===== src/rtl/hispe_pkg.sv =====
// Shared widths and types for the HiSPE datapath.
// The CPA split defaults to half the mantissa width.
package hispe_pkg;
    localparam int MANT_W    = 24;
    localparam int CPA_SPLIT = MANT_W / 2;

    typedef logic [MANT_W+1:0] psum_t;
endpackage


===== src/rtl/cpa_segment.sv =====
// Combinational N-bit adder segment with carry in and carry out.
// Synthesis is free to map the '+' onto a prefix structure.
module cpa_segment #(
    parameter int N = 12
) (
    input  logic [N-1:0] a,
    input  logic [N-1:0] b,
    input  logic         cin,
    output logic [N-1:0] s,
    output logic         cout
);

    always_comb begin
        {cout, s} = {1'b0, a} + {1'b0, b} + {{N{1'b0}}, cin};
    end

endmodule


===== src/rtl/cpa_pipe_final_adder.sv =====
// Two-stage pipelined final adder: resolves {sum, carry<<1} into one binary word.
// Low H bits are added in stage 1; the high part plus stage-1 carry in stage 2.
module cpa_pipe_final_adder
    import hispe_pkg::*;
#(
    parameter int W = MANT_W,
    parameter int H = CPA_SPLIT
) (
    input  logic         clk,
    input  logic         rst,
    input  logic         in_valid,
    output logic         in_ready,
    input  logic [W-1:0] sum_i,
    input  logic [W-1:0] carry_i,
    output logic         out_valid,
    input  logic         out_ready,
    output logic [W+1:0] result_o
);

    localparam int HW = W + 2 - H;
    localparam int LW = W - H;
    localparam int CW = W + 1 - H;

    logic [W:0]    cs;
    logic [H-1:0]  lo_sum;
    logic          lo_cout;
    logic [HW-1:0] hi_sum;
    logic          hi_cout_unused;

    logic          v1_q, v1_d, v2_q, v2_d;
    logic [H-1:0]  lo_q, lo_d;
    logic          c1_q, c1_d;
    logic [LW-1:0] sum_hi_q, sum_hi_d;
    logic [CW-1:0] cs_hi_q, cs_hi_d;
    logic [W+1:0]  res_q, res_d;
    logic          adv2, accept;

    assign cs = {carry_i, 1'b0};

    cpa_segment #(.N(H)) u_seg_lo (
        .a    (sum_i[H-1:0]),
        .b    (cs[H-1:0]),
        .cin  (1'b0),
        .s    (lo_sum),
        .cout (lo_cout)
    );

    cpa_segment #(.N(HW)) u_seg_hi (
        .a    ({2'b00, sum_hi_q}),
        .b    ({1'b0, cs_hi_q}),
        .cin  (c1_q),
        .s    (hi_sum),
        .cout (hi_cout_unused)
    );

    // Data regs load only on a real transfer, so don't-care inputs never propagate.
    always_comb begin
        adv2     = v1_q & (~v2_q | out_ready);
        in_ready = ~v1_q | adv2;
        accept   = in_valid & in_ready;

        v1_d     = v1_q;
        v2_d     = v2_q;
        lo_d     = lo_q;
        c1_d     = c1_q;
        sum_hi_d = sum_hi_q;
        cs_hi_d  = cs_hi_q;
        res_d    = res_q;

        if (accept) begin
            v1_d     = 1'b1;
            lo_d     = lo_sum;
            c1_d     = lo_cout;
            sum_hi_d = sum_i[W-1:H];
            cs_hi_d  = cs[W:H];
        end else if (adv2) begin
            v1_d = 1'b0;
        end

        if (adv2) begin
            v2_d  = 1'b1;
            res_d = {hi_sum, lo_q};
        end else if (out_ready) begin
            v2_d = 1'b0;
        end
    end

    always_ff @(posedge clk) begin
        if (rst) begin
            v1_q     <= 1'b0;
            v2_q     <= 1'b0;
            lo_q     <= '0;
            c1_q     <= 1'b0;
            sum_hi_q <= '0;
            cs_hi_q  <= '0;
            res_q    <= '0;
        end else begin
            v1_q     <= v1_d;
            v2_q     <= v2_d;
            lo_q     <= lo_d;
            c1_q     <= c1_d;
            sum_hi_q <= sum_hi_d;
            cs_hi_q  <= cs_hi_d;
            res_q    <= res_d;
        end
    end

    assign out_valid = v2_q;
    assign result_o  = res_q;

endmodule


===== config.mk =====
export PLATFORM = sky130hd
export DESIGN_NAME = cpa_pipe_final_adder
export DESIGN_NICKNAME = d
export VERILOG_FILES = /design/src/rtl/hispe_pkg.sv /design/src/rtl/cpa_segment.sv /design/src/rtl/cpa_pipe_final_adder.sv
export SDC_FILE = /design/constraint.sdc
export NUM_CORES = 1
export LEC_CHECK = 0
export CORE_ASPECT_RATIO = 0.7
export CORE_MARGIN = 5
export CORE_UTILIZATION = 47
export DETAILED_ROUTE_END_ITERATION = 8
export HOLD_SLACK_MARGIN = 0.06
export PLACE_DENSITY = 0.76
export SLEW_MARGIN = 15
export SYNTH_ARGS = -nofsm -noshare
export SYNTH_HDL_FRONTEND = slang
export SYNTH_HIERARCHICAL = 1
export SYNTH_SLANG_ARGS = --single-unit

===== constraint.sdc =====
create_clock -name clk -period 2.1 [get_ports clk]
set_clock_uncertainty 0.2 [all_clocks]
set_input_delay 0.525 -clock clk [delete_from_list [all_inputs] [get_ports clk]]
set_output_delay 0.525 -clock clk [all_outputs]
set_load 0.02 [all_outputs]

After elaboration in Yosys (flattened, before gate mapping)
Cells that the tools add are included.
- logic and storage cells: 22
- output and inout bits: 28
- bits in registers: 66
- bits of input ports: 52
- multiplexer cells: 4
- add/sub/neg operators: 3
- reductions and logical operators: 2
- bitwise gates (word level): 6
- operators with widths (operator ; count):
    $add 12x13->14 ; 1
    $add 14x1->14 ; 1
    $add 12x12->13 ; 1
    $mux 1 ; 4
    $reduce_bool 2->1 ; 2
    $and 1x1->1 ; 2
    $not 1->1 ; 2
    $or 1x1->1 ; 2

Longest topological paths before layout
Gate-level depths: netlist of the first run.
- depth after elaboration: 6
- gate-level depth with buffers: 10
- gate-level depth less buffers: 10

Modules after synthesis
The synthesis of the first run kept the hierarchy.
- modules (own cells, without submodules) (module ; instances ; sequential area each (sq um) ; cells each ; area each (sq um)):
    cpa_pipe_final_adder ; 1 ; 1321.3 ; 293 ; 2793.9
    cpa_segment (u_seg_hi) ; 1 ; 0.0 ; 82 ; 658.1
    cpa_segment (u_seg_lo) ; 1 ; 0.0 ; 82 ; 649.4

Worst setup path after synthesis of the first run
Ideal clock, no wire load.
- path kind: input port to flip-flop
- from: input port sum_i[7]
- to: register lo_q[11]
- path buffers: 1
- cell stages on the path: 8
- slack: -261 ps
- data arrival time: 2089 ps
- data required time: 1828 ps
- library setup time: 72 ps
- cell sequence: ha_1 -> buf_6 -> a21o_1 -> a21o_1 -> or4_1 -> o211ai_1 -> nand2b_1 -> mux2i_1
- longest elaborated chain between the ends: 1
- ends and longest elaborated chain (element ; RTL line ; text):
    start: declaration ; cpa_pipe_final_adder.sv:13 ; input logic [W-1:0] sum_i,
    $add 12x12->13 ; cpa_segment.sv:14 ; {cout, s} = {1'b0, a} + {1'b0, b} + {{N{1'b0}}, cin};
    via lo_sum[11] ; cpa_pipe_final_adder.sv:25 ; logic [H-1:0] lo_sum;
    end signal: assignment ; cpa_pipe_final_adder.sv:100 ; lo_q <= lo_d;
    end: declaration ; cpa_pipe_final_adder.sv:31 ; logic [H-1:0] lo_q, lo_d;
The timed path passes the listed nets, and every way through them passes these cells.
A chain may end at the register's enable or synchronous reset.

Final worst setup path of the first run
- from: register cs_hi_q[0]
- to: register res_q[24] (netlist: result_o[24])
- longest elaborated chain between the ends: 2
- ends and longest elaborated chain (element ; RTL line ; text):
    start: declaration ; cpa_pipe_final_adder.sv:34 ; logic [CW-1:0] cs_hi_q, cs_hi_d;
    start signal: assignment ; cpa_pipe_final_adder.sv:103 ; cs_hi_q <= cs_hi_d;
    $add 12x13->14 ; cpa_segment.sv:14 ;
    $add 14x1->14 ; cpa_segment.sv:14 ;
    via hi_sum[12] ; cpa_pipe_final_adder.sv:27 ; logic [HW-1:0] hi_sum;
    end signal: assignment ; cpa_pipe_final_adder.sv:104 ; res_q <= res_d;
    end: declaration ; cpa_pipe_final_adder.sv:35 ; logic [W+1:0] res_q, res_d;
The timed path passes the listed nets, and every way through them passes these cells.

==> key figures, run 1 <==
STA
  • Final setup vio count: 5
  • Fin crit period: 2.32 ns
  • Hold Violations, Final: 0
  • Setup total negative slack: -0.705 ns
  • Highest attainable clock frequency: approximately 430 MHz
  • Final clock period utilization by the worst path: 1.10
  • Unrepaired setup endpoints after global routing: true
  • Worst path setup slack after routing: -0.218 ns
  • Max-slew violation count: 0

Die
  • Die footprint: 10,700 um^2
  • Number of rows created at floorplan: 28
  • Horizontal extent of the die: about 120 um
  • Top-level port count: 80
  • Effective utilization at floorplan: 0.482
  • Die Span Y: 87.9 um
  • Placeable core area: around 8400 um^2

Worst setup path
  • Startpoint of the lowest-slack register-to-register path: cs_hi_q[0]$_SDFFE_PP0P_
  • Crit Path Class: flip-flop to flip-flop
  • End of the worst register-to-register path: result_o[24]$_SDFFE_PP0P_
  • CP endpoint kind: flip-flop
  • Logic depth of the worst register-to-register path: 10
  • Crit Path Max Fanout: 2
  • Required time at the endpoint of the critical path: 2.17 ns
  • Setup slack of the worst register-to-register path: -0.22 ns
  • CP startpoint kind: flip-flop
  • Arrival time worst endpoint: 2.39 ns

Place
  • DP Worst Slack: -0.653 ns
  • Global placement routability congestion: 0.864
  • Area after detailed placement: 5330 um^2
  • Cells after DPL: 671
  • HPWL after detailed placement: approximately 8 mm
  • Port-buffer cells: 79

Logic synthesis
  • Cell area after technology mapping: around 4100 um^2
  • Average footprint of a synthesized cell: 8.99 um^2
  • Synthesized instance count: 453
  • Yosys synthesis warning count: 6

Routing
  • Via density: about 5.3
  • WL/cell: 15.6 um
  • DRC viols: 0
  • Number of antenna-violating nets in the routed design: 0
  • DRT iter0 DRCs: 257
  • Detailed Route WL: 10.9 mm
  • Count of TritonRoute iterations in the first routing pass: 5
  • Count of vias placed by the detailed router: 3,716

Hold path
  • Class of the most critical hold timing path: flip-flop to flip-flop
  • Worst Hold Path EP: result_o[5]$_SDFFE_PP0P_
  • HP Start: lo_q[5]$_SDFFE_PP0P_
  • Instance count along the most critical hold path: 2

Finish
  • Final cell utilization of the core: 0.697
  • Final layout net count: about 660
  • Area added between synthesis and finish: 44.4%
  • Final design area excluding fillers: 5880 um^2
  • Diode count: 0
  • Share of post-route cells with drive strength above 1: 0.262
  • Number of standard cells in the layout, taps in and fillers out: between 700 and 800

Pwr
  • Clock power share: 0.410
  • Worst-case vdd ir drop: ~380 uV
  • Power density over the cells: 684 nW/um^2
  • NetSw: between 1 and 1.5 mW
  • Sw Share: 0.279
  • Internal portion of total power: about 2.9 mW
  • Static leakage power: 2.47 nW
  • Power share of the combinational group: 0.243
  • Flop pwr share: 0.347

Global routing
  • Wire length of the first global-routing pass: 17.8 mm
  • Global-route usage over all layers: 0.211
  • Overflow left after global routing: 0
  • Via count of the first global-routing pass: roughly 3,600
  • Number of antenna violations at the first check in global routing: 0
  • Pin count of the biggest net entering global routing: 60

Clock tree
  • Worst-Skew Late Latency: ~0.33 ns
  • Cell at the root of the clock tree: sky130_fd_sc_hd__clkbuf_16
  • Total number of clock tree sinks: 66
  • CTS clock-pin slew for the worst setup and hold paths: 0.06 ns
  • Count of hold buffers inserted by post-cts repair: 0
  • Num CTS Buffers: 9
  • H-Tree Level Count: 3
  • Buffers from clock root to sink, at most: 2
  • Clock tree from TritonCTS: yes

Outcome
  • Failing checks: setup timing
  • Status: finished with violations

Flow run
  • Number of max-capacitance violations reported: 0
[power groups by stage]
| stage | clock, mW | sequential (mW) | combinational, mW |
|---|---|---|---|
| 3_3_place_gp | 0 | 1.42 | 0.864 |
| 6_report | 1.65 | 1.40 | 0.979 |
| 3_5_place_dp | 0 | 1.42 | 0.880 |
| 5_1_grt | 1.74 | 1.41 | 1.07 |
| 2_1_floorplan | 0 | 1.43 | 0.510 |
| 4_1_cts | 1.68 | 1.39 | 0.919 |
[worst max-delay path by stage]
stage                                        start                        end  slack [ns]  depth (start not counted)
after floorplan           sum_hi_q[0]$_SDFFE_PP0P_  result_o[24]$_SDFFE_PP0P_       -0.05                         10
after global placement                    sum_i[1]          c1_q$_SDFFE_PP0P_       -0.61                          8
after detailed placement                  sum_i[4]       lo_q[7]$_SDFFE_PP0P_       -0.65                          8
after CTS                  cs_hi_q[0]$_SDFFE_PP0P_  result_o[24]$_SDFFE_PP0P_       -0.21                         10
after global routing       cs_hi_q[0]$_SDFFE_PP0P_  result_o[24]$_SDFFE_PP0P_       -0.33                         10
final                      cs_hi_q[0]$_SDFFE_PP0P_  result_o[24]$_SDFFE_PP0P_       -0.22                         10
[what timing repair did]
action,4_1_cts,5_1_grt
pin swaps,35,25
gates cloned,0,0
resized for setup,84,32
endpoints found under the setup margin,15,17
setup buffers,10,6
[worst max-delay path, stage by stage (launching register included)]
cell and delay [ns]:
sky130_fd_sc_hd__dfxtp_2 0.36, sky130_fd_sc_hd__fa_2 0.22, sky130_fd_sc_hd__inv_2 0.04, sky130_fd_sc_hd__fa_2 0.33, sky130_fd_sc_hd__nand2b_4 0.16, sky130_fd_sc_hd__a21oi_4 0.15
sky130_fd_sc_hd__o2111ai_2 0.15, sky130_fd_sc_hd__a31oi_1 0.20, sky130_fd_sc_hd__xor2_1 0.19, sky130_fd_sc_hd__nand3_1 0.12, sky130_fd_sc_hd__a21oi_2 0.15
[registers in the layout, indices dropped and copies added, names as in the netlist]
signal / count
lo_q: 12
sum_hi_q: 12
cs_hi_q: 13
v1_q: 1
c1_q: 1
out_valid: 1
result_o: 26
[layout by cell type (no fill, tap or decap), types with 10 or more instances in the layout]
master / n
sky130_fd_sc_hd__a21o_1: 10
sky130_fd_sc_hd__a21oi_1: 37
sky130_fd_sc_hd__buf_2: 13
sky130_fd_sc_hd__buf_4: 55
sky130_fd_sc_hd__clkdlybuf4s50_1: 54
sky130_fd_sc_hd__dfxtp_1: 63
sky130_fd_sc_hd__ha_1: 12
sky130_fd_sc_hd__ha_4: 12
sky130_fd_sc_hd__mux2i_1: 39
sky130_fd_sc_hd__nand2_1: 10
sky130_fd_sc_hd__nand2b_1: 80
sky130_fd_sc_hd__nand3_1: 30
sky130_fd_sc_hd__nor2_1: 10
sky130_fd_sc_hd__o21ai_0: 22
sky130_fd_sc_hd__xnor2_1: 11
[through the flow]
step | hold slack (ns) | power [mW]
after CTS | 0.266 | 3.99
after floorplan | 0.244 | 1.94
after detailed placement | 0.258 | 2.30
after global placement | 0.258 | 2.28
after global routing | 0.282 | 4.21
final | 0.271 | 4.02
[layer usage]
metal | global-route usage | up-vias | part of all wire
met4 | 0.0560 | 0 | 0.010
met2 | 0.306 | 140 | 0.41
li1 | - | 1843 | -
met3 | 0.0445 | 12 | 0.072
met5 | 0 | - | 0
met1 | 0.316 | 1721 | 0.50
[layout make-up]
| type | instances | area (um^2) |
|---|---|---|
| clock inverter | 7 | 100 |
| fill | 672 | 2560 |
| sequential | 66 | 1330 |
| multi-input combinational | 357 | 2870 |
| tap | 120 | 150 |
| inverter | 6 | 22.5 |
| timing repair buffer | 138 | 1190 |
| clock buffer | 9 | 225 |
No activity file was read; power rests on OpenSTA's default activity.
==> run 2: changes to the inputs <==
CORE_ASPECT_RATIO = unset   (was 0.7)
SLEW_MARGIN = unset   (was 15)
==> key figures, run 2 (synthesized netlist as in run 1, its figures left out) <==
Outcome
  • Status: finished with violations (unchanged)
  • Failing checks: setup timing (unchanged)

Die
  • Effective utilization at floorplan: 0.474 (was 0.482)
  • Die Span Y: 103 um (was 87.9 um)
  • Die footprint: 10,600 um^2 (was 10,700 um^2)
  • Top-level port count: 80 (unchanged)
  • Placeable core area: 8590 um^2 (was 8440 um^2)
  • Horizontal extent of the die: 103 um (was 121 um)
  • Number of rows created at floorplan: 34 (was 28)

Clock tree
  • CTS clock-pin slew for the worst setup and hold paths: 0.08 ns (was 0.06 ns)
  • Num CTS Buffers: 9 (unchanged)
  • H-Tree Level Count: 3 (unchanged)
  • Worst-Skew Late Latency: 0.34 ns (was 0.33 ns)
  • Count of hold buffers inserted by post-cts repair: 0 (unchanged)
  • Cell at the root of the clock tree: sky130_fd_sc_hd__clkbuf_8 (was sky130_fd_sc_hd__clkbuf_16)
  • Total number of clock tree sinks: 66 (unchanged)
  • Buffers from clock root to sink, at most: 2 (unchanged)
  • Clock tree from TritonCTS: yes (unchanged)

Routing
  • DRT iter0 DRCs: 120 (was 257)
  • Number of antenna-violating nets in the routed design: 0 (unchanged)
  • DRC viols: 0 (unchanged)
  • Via density: 5.33 (was 5.29)
  • Detailed Route WL: 10.4 mm (was 10.9 mm)
  • WL/cell: 15.1 um (was 15.6 um)
  • Count of vias placed by the detailed router: 3,662 (was 3,716)
  • Count of TritonRoute iterations in the first routing pass: 4 (was 5)

Global routing
  • Wire length of the first global-routing pass: 16.7 mm (was 17.8 mm)
  • Number of antenna violations at the first check in global routing: 0 (unchanged)
  • Overflow left after global routing: 0 (unchanged)
  • Pin count of the biggest net entering global routing: 105 (was 60)
  • Global-route usage over all layers: 0.197 (was 0.211)
  • Via count of the first global-routing pass: 3,590 (was 3,551)

Pwr
  • Power density over the cells: 627 nW/um^2 (was 684 nW/um^2)
  • Total power: 3.64 mW (was 4.02 mW)
  • Worst-case vdd ir drop: 431 uV (was 385 uV)
  • Static leakage power: 2.43 nW (was 2.47 nW)

Finish
  • Diode count: 0 (unchanged)
  • Final layout net count: 654 (was 658)
  • Most frequent cells in the layout: sky130_fd_sc_hd__nand2b_1, sky130_fd_sc_hd__dfxtp_1, sky130_fd_sc_hd__clkdlybuf4s50_1 (was sky130_fd_sc_hd__nand2b_1, sky130_fd_sc_hd__dfxtp_1, sky130_fd_sc_hd__buf_4)
  • Most frequent standard cell in the layout excluding fill and tap cells: sky130_fd_sc_hd__nand2b_1 (unchanged)
  • Count of fill cells added during filler insertion: 684 (was 672)
  • Share of post-route cells with drive strength above 1: 0.263 (was 0.262)
  • Number of flip-flops under the largest register name: 26 (unchanged)
  • Area added between synthesis and finish: 42.4% (was 44.4%)

STA
  • Max-slew violation count: 0 (unchanged)
  • Final setup vio count: 10 (was 5)
  • Worst path setup slack after routing: -0.240 ns (was -0.218 ns)
  • Final-layout worst hold slack: 0.265 ns (was 0.271 ns)
  • Final clock period utilization by the worst path: 1.11 (was 1.10)
  • Hold Violations, Final: 0 (unchanged)
  • Highest attainable clock frequency: 427 MHz (was 431 MHz)
  • Unrepaired setup endpoints after global routing: true (unchanged)
  • Setup total negative slack: -1.47 ns (was -0.705 ns)
  • Fin crit period: 2.34 ns (was 2.32 ns)

Hold path
  • Class of the most critical hold timing path: flip-flop to flip-flop (unchanged)

Worst setup path
  • Crit Path Class: flip-flop to flip-flop (unchanged)
  • Critical path's slowest cell: sky130_fd_sc_hd__dfxtp_2 (unchanged)
  • Required time at the endpoint of the critical path: 2.18 ns (was 2.17 ns)
  • Crit Path Max Fanout: 2 (unchanged)
  • CP cell instances: fa_2 > inv_2 > fa_2 > nand2b_4 > a21oi_4 > o2111ai_2 > a31oi_1 > xor2_1 > nand3_1 > a21oi_1 (was fa_2 > inv_2 > fa_2 > nand2b_4 > a21oi_4 > o2111ai_2 > a31oi_1 > xor2_1 > nand3_1 > a21oi_2)
  • Arrival time worst endpoint: 2.42 ns (was 2.39 ns)
  • CP startpoint kind: flip-flop (unchanged)
  • Top cell by count, worst path: sky130_fd_sc_hd__fa_2 (unchanged)
  • CP endpoint kind: flip-flop (unchanged)
  • Delay of the slowest cell on the worst path: 0.36 ns (about the same)

Place
  • Port-buffer cells: 79 (unchanged)
  • DP Worst Slack: -0.647 ns (was -0.653 ns)
  • Global placement routability congestion: 0.875 (was 0.864)
  • HPWL after detailed placement: 7.12 mm (was 7.83 mm)

Flow run
  • Number of max-capacitance violations reported: 0 (unchanged)
==> run 2: cell types whose count changed in the layout (fill, tap and decap cells not counted), sizes merged <==
cell	change
clkinv	-1
clkdlybuf4s15	+6
dlygate4sd2	+2
dlymetal6s2s	+1
clkdlybuf4s50	-1
inv	-2
clkinvlp	+1
buf	-14
clkbuf	+3
bufinv	+1
==> run 2: worst paths after layout <==
path	startpoint	end	slack (ns)	cells after the start
worst max-delay path	cs_hi_q[0]$_SDFFE_PP0P_	result_o[24]$_SDFFE_PP0P_	-0.24	10
worst min-delay path	lo_q[11]$_SDFFE_PP0P_	result_o[11]$_SDFFE_PP0P_	0.26	2
worst max register to register	cs_hi_q[0]$_SDFFE_PP0P_	result_o[24]$_SDFFE_PP0P_	-0.24	10
worst min register to register	lo_q[11]$_SDFFE_PP0P_	result_o[11]$_SDFFE_PP0P_	0.26	2
==> run 2: through the flow <==
| step | area (um^2) | cells | util |
|---|---|---|---|
| after floorplan | 4200 | 457 | - |
| after global placement | 5290 | 657 | 0.615 |
| after detailed placement | 5290 | 657 | 0.615 |
| after CTS | 5680 | 680 | 0.661 |
| after global routing | 5800 | 687 | 0.675 |
| final | 5800 | 687 | 0.675 |
==> run 2: what timing repair did <==
action                     CTS  global route
resized for setup           66            43
setup endpoints to repair   18            17
pin swaps                   31            31
setup buffers                7             7
cloned                       0             0
==> run 2: area by class of cell <==
class	count	area, um^2	share of cell area
Inverter	6	22.5	0.00388
Multi-Input combinational cell	357	2880	0.496
Timing Repair Buffer	134	1200	0.207
Sequential cell	66	1330	0.228
Clock buffer	10	128	0.0220
Tap cell	108	135	0.0233
Clock inverter	6	115	0.0198
==> run 2: per-layer routing <==
| layer | part of all wire | GRT usage | vias to the layer above |
|---|---|---|---|
| met1 | 0.45 | 0.256 | 1736 |
| met2 | 0.49 | 0.327 | 87 |
| met4 | 0.018 | 0.0588 | 0 |
| li1 | - | - | 1820 |
| met5 | 0 | 0 | - |
| met3 | 0.041 | 0.0433 | 19 |
==> run 2: worst max-delay path: cells and delay by family, from the launching register on <==
family / cells / cell delay [ns]
AOI/OAI and AO/OA: 4 / 0.69
adders and majority gates: 2 / 0.57
DFF: 1 / 0.36
and+or+nand+nor: 2 / 0.24
xor gates and xnor gates: 1 / 0.17
buffers and inverters: 1 / 0.04
==> run 2: power by group <==
group / switching [mW] / internal [mW]
clock: 0.508 / 0.793
combinational: 0.447 / 0.506
sequential: 0.0479 / 1.34
total: 1.00 / 2.64
==> run 3: changes to the inputs <==
CORE_MARGIN = 8   (was 5)
SETUP_SLACK_MARGIN = 0.4   (was unset)
==> key figures, run 3 (synthesized netlist as in run 1, its figures left out) <==
Outcome
  • Status: finished with violations (unchanged)
  • Failing checks: setup timing (unchanged)

STA
  • Final clock period utilization by the worst path: 1.10 (was 1.11)
  • Max-slew violation count: 0 (unchanged)
  • Hold Violations, Final: 0 (unchanged)
  • Setup total negative slack: -1.50 ns (was -1.47 ns)
  • Final setup vio count: 10 (unchanged)
  • Highest attainable clock frequency: 432 MHz (was 427 MHz)
  • Fin crit period: 2.32 ns (was 2.34 ns)
  • Final-layout worst hold slack: 0.269 ns (was 0.265 ns)
  • Worst path setup slack after routing: -0.215 ns (was -0.240 ns)
  • Unrepaired setup endpoints after global routing: true (unchanged)

Worst setup path
  • Crit Path Class: flip-flop to flip-flop (unchanged)
  • CP startpoint kind: flip-flop (unchanged)
  • Delay of the slowest cell on the worst path: 0.35 ns (was 0.36 ns)
  • Crit Path Max Fanout: 2 (unchanged)
  • Top cell by count, worst path: sky130_fd_sc_hd__fa_2 (unchanged)
  • Critical path's slowest cell: sky130_fd_sc_hd__dfxtp_2 (unchanged)
  • CP endpoint kind: flip-flop (unchanged)
  • Required time at the endpoint of the critical path: 2.18 ns (about the same)
  • Arrival time worst endpoint: 2.39 ns (was 2.42 ns)
  • CP cell instances: fa_2 > inv_2 > fa_2 > nand2b_4 > a21oi_4 > o2111ai_2 > a31oi_1 > xor2_1 > nand3_1 > a21oi_1 (unchanged)

Clock tree
  • Buffers from clock root to sink, at most: 2 (unchanged)
  • Total number of clock tree sinks: 66 (unchanged)
  • H-Tree Level Count: 3 (unchanged)
  • Cell at the root of the clock tree: sky130_fd_sc_hd__clkbuf_8 (unchanged)
  • Count of hold buffers inserted by post-cts repair: 0 (unchanged)
  • Num CTS Buffers: 9 (unchanged)
  • Clock tree from TritonCTS: yes (unchanged)
  • CTS clock-pin slew for the worst setup and hold paths: 0.08 ns (about the same)
  • Worst-Skew Late Latency: 0.34 ns (about the same)

Die
  • Placeable core area: 8550 um^2 (was 8590 um^2)
  • Number of rows created at floorplan: 34 (unchanged)
  • Die Span Y: 109 um (was 103 um)
  • Top-level port count: 80 (unchanged)
  • Horizontal extent of the die: 109 um (was 103 um)
  • Effective utilization at floorplan: 0.476 (was 0.474)
  • Die footprint: 11,900 um^2 (was 10,600 um^2)

Place
  • Area after detailed placement: 5320 um^2 (was 5290 um^2)
  • DP Worst Slack: -0.617 ns (was -0.647 ns)
  • Cells after DPL: 653 (was 657)
  • Global placement routability congestion: 0.844 (was 0.875)
  • Port-buffer cells: 79 (unchanged)
  • HPWL after detailed placement: 7.36 mm (was 7.12 mm)

Pwr
  • Power density over the cells: 614 nW/um^2 (was 627 nW/um^2)
  • Static leakage power: 2.59 nW (was 2.43 nW)
  • Total power: 3.75 mW (was 3.64 mW)
  • Clock power share: 0.345 (was 0.357)
  • Sw Share: 0.279 (was 0.276)
  • Flop pwr share: 0.370 (was 0.381)
  • Internal portion of total power: 2.71 mW (was 2.64 mW)
  • Worst-case vdd ir drop: 617 uV (was 431 uV)
  • Power share of the combinational group: 0.285 (was 0.262)
  • NetSw: 1.05 mW (was 1.00 mW)

Finish
  • Combined flip-flop and latch cell area: 1330 um^2 (about the same)
  • Most frequent cells in the layout: sky130_fd_sc_hd__nand2b_1, sky130_fd_sc_hd__dfxtp_1, sky130_fd_sc_hd__buf_4 (was sky130_fd_sc_hd__nand2b_1, sky130_fd_sc_hd__dfxtp_1, sky130_fd_sc_hd__clkdlybuf4s50_1)
  • Area added between synthesis and finish: 50.0% (was 42.4%)
  • Area of the multi-input gates: 2980 um^2 (was 2880 um^2)
  • Diode count: 0 (unchanged)
  • Final layout net count: 665 (was 654)
  • Share of post-route cells with drive strength above 1: 0.351 (was 0.263)
  • Number of flip-flops under the largest register name: 26 (unchanged)
  • Final design area excluding fillers: 6110 um^2 (was 5800 um^2)
  • Final cell utilization of the core: 0.715 (was 0.675)
  • Most frequent standard cell in the layout excluding fill and tap cells: sky130_fd_sc_hd__nand2b_1 (unchanged)
  • Number of standard cells in the layout, taps in and fillers out: 698 (was 687)
  • Count of fill cells added during filler insertion: 621 (was 684)

Routing
  • Count of TritonRoute iterations in the first routing pass: 4 (unchanged)
  • Detailed Route WL: 11.6 mm (was 10.4 mm)
  • Via density: 5.42 (was 5.33)
  • DRT iter0 DRCs: 152 (was 120)
  • WL/cell: 16.6 um (was 15.1 um)
  • DRC viols: 0 (unchanged)
  • Number of antenna-violating nets in the routed design: 0 (unchanged)
  • Count of vias placed by the detailed router: 3,785 (was 3,662)

Hold path
  • Class of the most critical hold timing path: flip-flop to flip-flop (unchanged)

Flow run
  • Number of max-capacitance violations reported: 0 (unchanged)

Global routing
  • Number of antenna violations at the first check in global routing: 0 (unchanged)
  • Global-route usage over all layers: 0.186 (was 0.197)
  • Pin count of the biggest net entering global routing: 105 (unchanged)
  • Wire length of the first global-routing pass: 17.9 mm (was 16.7 mm)
  • Via count of the first global-routing pass: 3,882 (was 3,590)
  • Overflow left after global routing: 0 (unchanged)
[run 3: changes by cell type in the layout (fill, tap and decap cells not counted), sizes merged]
| cell | delta |
|---|---|
| clkbuf | -3 |
| dlygate4sd2 | -3 |
| clkdlybuf4s50 | -27 |
| buf | +37 |
| clkdlybuf4s15 | +8 |
| dlymetal6s2s | -1 |
[run 3: worst max-delay path, delay by kind of cell, from the launching register on]
| family | cells | cell delay (ns) |
|---|---|---|
| compound gates | 4 | 0.64 |
| fa+ha+maj | 2 | 0.58 |
| flops | 1 | 0.35 |
| simple gates | 2 | 0.25 |
| xor+xnor | 1 | 0.19 |
| buf+inv | 1 | 0.05 |
[run 3: area by class of cell]
| class | instances | area share |
|---|---|---|
| Clock buffer | 10 | 0.0209 |
| Tap cell | 108 | 0.0221 |
| Inverter | 6 | 0.00369 |
| Sequential cell | 66 | 0.217 |
| Multi-Input combinational cell | 357 | 0.488 |
| Clock inverter | 6 | 0.0188 |
| Timing Repair Buffer | 145 | 0.230 |
[run 3: path summary, 6_finish.rpt]
kind,cells past startpoint,slack (ns),startpoint,endpoint
worst max-delay path,10,-0.22,c1_q$_SDFFE_PP0P_,result_o[24]$_SDFFE_PP0P_
worst min-delay path,2,0.27,lo_q[8]$_SDFFE_PP0P_,result_o[8]$_SDFFE_PP0P_
worst max register to register,10,-0.22,c1_q$_SDFFE_PP0P_,result_o[24]$_SDFFE_PP0P_
worst min register to register,2,0.27,lo_q[8]$_SDFFE_PP0P_,result_o[8]$_SDFFE_PP0P_
[run 3: power by group through the flow]
stage / Clock (mW) / Combinational [mW] / Sequential, mW
CTS: 1.31 / 0.993 / 1.39
global placement: 0 / 0.846 / 1.41
finish: 1.29 / 1.07 / 1.39
floorplan: 0 / 0.523 / 1.44
global route: 1.36 / 1.15 / 1.40
detailed placement: 0 / 0.872 / 1.42
[run 3: layer usage]
metal,track usage,share of wire,up-vias
li1,-,-,1847
met1,0.221,0.44,1820
met2,0.328,0.50,101
met3,0.0414,0.047,17
met4,0.0538,0.016,0
met5,0,0,-
[run 3: repair_timing]
item                                    CTS  global route
endpoints found under the setup margin   78            48
cloned                                    3             1
gates resized for setup                 221            44
pin swaps                                35            25
buffers inserted                         21             4
